### src/rtl/rf_port_arbiter.sv
// Round-robin arbiter for the register file's single access port, with a
// clear sequencer that zeroes every register in address order on command.
module rf_port_arbiter #(
   parameter int NUM_REQ  = 3,
   parameter int NUM_REGS = 14,
   parameter int DATA_W   = 8,
   parameter int ADDR_W   = 4
) (
   input  logic                       clk,
   input  logic                       reset,
   input  logic [NUM_REQ-1:0]         req,
   input  logic [NUM_REQ-1:0]         req_we,
   input  logic [NUM_REQ*ADDR_W-1:0]  req_addr,
   input  logic [NUM_REQ*DATA_W-1:0]  req_wdata,
   output logic [NUM_REQ-1:0]         gnt,
   output logic [DATA_W-1:0]          rsp_rdata,
   output logic                       rsp_err,
   input  logic                       clr_start,
   output logic                       clr_busy,
   output logic                       rf_write_reg,
   output logic [ADDR_W-1:0]          rf_reg_in,
   output logic [DATA_W-1:0]          rf_write_data,
   input  logic [DATA_W-1:0]          rf_reg_out
);

   localparam int PTR_W = (NUM_REQ > 1) ? $clog2(NUM_REQ) : 1;
   localparam logic [0:0] IDLE  = 1'b0;
   localparam logic [0:0] CLEAR = 1'b1;
   localparam logic [ADDR_W:0]   REG_LIMIT = (ADDR_W+1)'(NUM_REGS);
   localparam logic [ADDR_W-1:0] LAST_REG  = ADDR_W'(NUM_REGS - 1);
   localparam logic [PTR_W-1:0]  LAST_REQ  = PTR_W'(NUM_REQ - 1);

   logic [0:0]         state;
   logic [PTR_W-1:0]   rr_ptr;
   logic [PTR_W-1:0]   win_idx;
   logic [ADDR_W-1:0]  clr_cnt;
   logic [ADDR_W-1:0]  win_addr;
   logic [DATA_W-1:0]  win_wdata;
   logic [NUM_REQ-1:0] eligible;
   logic               win_vld;
   logic               win_we;
   logic               win_in_range;
   int                 cand;

   // Requesters granted last cycle are masked so a held req is not served twice.
   always_comb begin
      eligible = req & ~gnt;
      win_vld  = 1'b0;
      win_idx  = '0;
      cand     = 0;
      for (int k = 0; k < NUM_REQ; k++) begin
         cand = int'(rr_ptr) + k;
         if (cand >= NUM_REQ) cand = cand - NUM_REQ;
         if (!win_vld && eligible[cand]) begin
            win_vld = 1'b1;
            win_idx = PTR_W'(cand);
         end
      end
   end

   assign win_addr     = req_addr[int'(win_idx)*ADDR_W +: ADDR_W];
   assign win_wdata    = req_wdata[int'(win_idx)*DATA_W +: DATA_W];
   assign win_we       = req_we[win_idx];
   assign win_in_range = ({1'b0, win_addr} < REG_LIMIT);
   assign clr_busy     = (state == CLEAR);

   // RF port mux: the clear sequencer owns the port; clr_start pre-empts arbitration.
   always_comb begin
      rf_write_reg  = 1'b0;
      rf_reg_in     = '0;
      rf_write_data = '0;
      if (!reset) begin
         if (state == CLEAR) begin
            rf_write_reg = 1'b1;
            rf_reg_in    = clr_cnt;
         end else if (!clr_start && win_vld) begin
            rf_write_reg  = win_we & win_in_range;
            rf_reg_in     = win_addr;
            rf_write_data = win_wdata;
         end
      end
   end

   always_ff @(posedge clk or posedge reset) begin
      if (reset) begin
         state     <= IDLE;
         rr_ptr    <= '0;
         clr_cnt   <= '0;
         gnt       <= '0;
         rsp_rdata <= '0;
         rsp_err   <= 1'b0;
      end else begin
         gnt <= '0;
         case (state)
            IDLE: begin
               if (clr_start) begin
                  state   <= CLEAR;
                  clr_cnt <= '0;
               end else if (win_vld) begin
                  gnt       <= NUM_REQ'(1) << win_idx;
                  rsp_rdata <= win_in_range ? rf_reg_out : '0;
                  rsp_err   <= ~win_in_range;
                  rr_ptr    <= (win_idx == LAST_REQ) ? '0 : win_idx + PTR_W'(1);
               end
            end
            CLEAR: begin
               if (clr_cnt == LAST_REG) begin
                  state   <= IDLE;
                  clr_cnt <= '0;
               end else begin
                  clr_cnt <= clr_cnt + ADDR_W'(1);
               end
            end
            default: state <= IDLE;
         endcase
      end
   end

endmodule

### config.mk
export PLATFORM = sky130hd
export DESIGN_NAME = rf_port_arbiter
export DESIGN_NICKNAME = d
export VERILOG_FILES = /design/src/rtl/rf_port_arbiter.sv
export SDC_FILE = /design/constraint.sdc
export NUM_CORES = 1
export LEC_CHECK = 0
export ABC_AREA = 1
export CAP_MARGIN = 30
export CELL_PAD_IN_SITES_DETAIL_PLACEMENT = 0
export CELL_PAD_IN_SITES_GLOBAL_PLACEMENT = 1
export CORE_MARGIN = 5
export CORE_UTILIZATION = 30
export CTS_BUF_LIST = sky130_fd_sc_hd__clkbuf_8
export CTS_CLUSTER_SIZE = 25
export DETAILED_ROUTE_END_ITERATION = 10
export GPL_TIMING_DRIVEN = 0
export PLACE_DENSITY = 0.86
export SLEW_MARGIN = 20
export SYNTH_ARGS = -nofsm -noshare
export SYNTH_HDL_FRONTEND = slang
export SYNTH_SLANG_ARGS = --single-unit
### constraint.sdc
create_clock -name clk -period 4.82 [get_ports clk]
set_input_delay 1.446 -clock clk [delete_from_list [all_inputs] [get_ports clk]]
set_output_delay 1.446 -clock clk [all_outputs]
set_load 0.01 [all_outputs]
==> out/results.ini <==
[hold_path]
min-delay-start=rsp_rdata[0]$_DFFE_PP0P_
worst_hold_path_type=reg2reg
min_to=rsp_rdata[0]$_DFFE_PP0P_
hold_depth=2

[clock_network]
numCtsBuffers=3
cts_root_buf=clkbuf_8
cts.path.max_buffers=2
clock_latency_ns=0.25
h-tree-depth=1
ctsHoldBuffers=0
cts_tree=done
clk_pin_slew_ns=0.07
clock-sinks=19

[pwr]
swShare_pct=48.5
p_seq_share_pct=13.8
cellPowerDensity_nw_per_um2=742
p_sw_mw=0.985
power.share.clock_pct=5.3
leakagePower_nw=1.31
ir_drop_v=0.000293
p_comb_share_pct=81.0
total_power_mw=2.03
p_int_mw=1.04

[place]
hpwl_mm=3.91
portBuffers=78
gp_congestion=0.837

[logic_synthesis]
synth_top_cell_area_share_pct=30.0
yosysSeqAreaShare_pct=30.0
synth.most_common_cell=nand2_1
synthXorXnorAreaFrac_pct=1.10
synth_common_cells=nand2_1, inv_1, nand3_1
muxShareOfSynthArea_pct=0
netlist_area_sq_um=1590
ys_types=31
yosys-top-cells-area=dfrtp_1, nand2_1, nand3_1
synth_ff_type=dfrtp_1
synth_edf_count=0
synth_seq_cells=19
synth_fa_ha_area_share_pct=3.94
synthArstFlopShare_pct=100
syn_nets=289
syn_area_per_cell_sq_um=6.87
yosysWarnings=0
synth_top_family_by_area=simple AND/OR/NAND/NOR gates
yosysTopAreaCell=dfrtp_1
postSynthCellCount=231
synth_compound_area_share_pct=7.97
yosys.area_share.simple_pct=47.6

[worst_setup_path]
r2r_cells=18
reg2reg_slack_ns=2.28
crit_arrival_ns=3.17
crit_fanout=7
endpoint_kind=output pin
r2r_end=rsp_rdata[6]$_DFFE_PP0P_
critPathRequiredTime_ns=3.37
crit_start=req[0]
cp-start-kind=primary input
worstReg2RegStart=rr_ptr[0]$_DFFE_PP0P_
critPathKind=in2out

[timing]
fin_crit_sh_pct=95.7
slew_viol_final=0
worst_pin_slew_ns=0.464
tns_ns=0
grt_setup_unrepaired=no
hold_violations=0
max_freq_mhz=217
period_needed_ns=4.61
relSlewSlack_pct=69.0
setup_viol=0
skew_ns=0.00323

[floorplanning]
dieArea_sq_um=6840
initial_core_util_pct=31.1
die_y_um=82.7
ios=79
die_w_um=82.7
rows=26
core_area_sq_um=5110

[detailed_routing]
drt_iter0_drc=29
drt_wl_total_mm=5.27
drt-vias-per-instance=4.57
firstDrtPassIters=4
drtAntennaViolNets=0
avgRoutedWirePerCell_um=13.3
vias=1814
drc=0

[run_status]
status=finished clean

[layout]
diodes=0
utilization_pct=53.6
layout-drive-gt1-share_pct=25.7
fin_nets=386
area_growth_syn_to_layout_pct=72.5

[global_route]
antenna_found_initial=0
grt_pass1_vias=1700
grt_max_degree=23
grt_usage_pct=14.9
grt_pass1_wl_mm=7.96
overflow=0

[job]
max_cap_violations=0

-- cell usage in the layout (no fill, tap or decap), types with 3 or more instances in the layout --
master / synthesis / layout
buf_4: 1 / 7
nand3_1: 22 / 20
buf_2: 1 / 13
nor2_4: 2 / 7
o22ai_1: 5 / 5
inv_1: 27 / 26
dlygate4sd2_1: 0 / 3
dfrtp_1: 19 / 19
nand2_2: 11 / 18
nand3_2: 5 / 4
buf_6: 1 / 3
ha_1: 5 / 5
clkbuf_8: 0 / 3
nand2_1: 78 / 69
nor2_1: 13 / 11
inv_2: 3 / 4
a31oi_1: 8 / 7
clkdlybuf4s50_1: 0 / 62
nand3_4: 1 / 4
o21ai_0: 6 / 4
buf_12: 0 / 3
nand2_4: 5 / 7
-- layout make-up --
cell class / instances / area, sq um
plain buffers: 4 / 35.0
clock buffers: 3 / 41.3
clock inverters: 1 / 3.75
fillers: 495 / 2370
inverters: 32 / 128
multi-input cells: 176 / 1080
flip-flops and latches: 19 / 475
well taps: 70 / 87.6
repair buffers: 91 / 882
repair inverters: 1 / 5.00
-- metrics by stage --
step	cell area (sq um)	std cells	worst slack (ns)	hold WS (ns)
after global placement	2450	379	-0.560	0.469
after floorplan	1590	231	0.678	0.515
after detailed placement	2450	379	-0.550	0.472
after CTS	2630	394	-0.0797	0.491
final	2740	397	0.205	0.485
after global routing	2740	397	0.0144	0.507
-- flip-flops by register name, indices dropped and copies added (netlist names) --
signal and count:
gnt 3, rsp_rdata 8, rsp_err 1, clr_cnt 4
rr_ptr 2, clr_busy 1
-- what timing repair did --
item                       CTS  global route
setup endpoints to repair   13            13
cloned                       2             0
resized for setup           70            22
setup buffers                9             3
pin swaps                    5            12
-- critical path, stage by stage --
cell and delay, ns:
dlygate4sd2_1 0.27, nand2_1 0.10, nand2_1 0.05, nand3_1 0.10, nand2_2 0.10, nand3_2 0.09
nand2_4 0.08, inv_4 0.08, nand2_8 0.08, nor2_4 0.18, buf_12 0.13, buf_8 0.11
nand2_2 0.05, a31oi_1 0.15, buf_2 0.15
-- routing by layer --
layer / vias up / part of all wire, % / track usage [%]
li1: 927 / - / -
met1: 841 / 42 / 20.0
met2: 40 / 53 / 25.5
met3: 6 / 3.7 / 2.39
met4: 0 / 0.95 / 2.29
met5: - / 0 / 0
-- worst max-delay path by stage --
stage	endpoint	slack, ns	cells after the start
floorplan	rf_write_data[0]	0.68	11
global placement	rf_write_data[0]	-0.56	10
detailed placement	rf_write_data[6]	-0.55	12
CTS	rf_write_reg	-0.08	16
global route	rf_write_reg	0.01	14
finish	rf_write_data[0]	0.21	15
-- kinds of logic (layout without fill, tap and decap cells) --
kind of cell,Yosys count,in the layout
AND/OR/NAND/NOR,147,147
buffers and inverters,36,132
AO/OA/AOI/OAI,22,22
flip-flops,19,19
adder cells (fa/ha/maj),5,5
XOR/XNOR,2,2
-- power groups by stage --
| stage | combinational, mW | sequential [mW] | clock (mW) |
|---|---|---|---|
| floorplan | 0.812 | 0.288 | 0 |
| global placement | 1.18 | 0.279 | 0 |
| detailed placement | 1.18 | 0.281 | 0 |
| CTS | 1.47 | 0.279 | 0.110 |
| global route | 1.79 | 0.288 | 0.117 |
| finish | 1.64 | 0.279 | 0.107 |
Note: power is estimated with default switching activity, not from simulation.
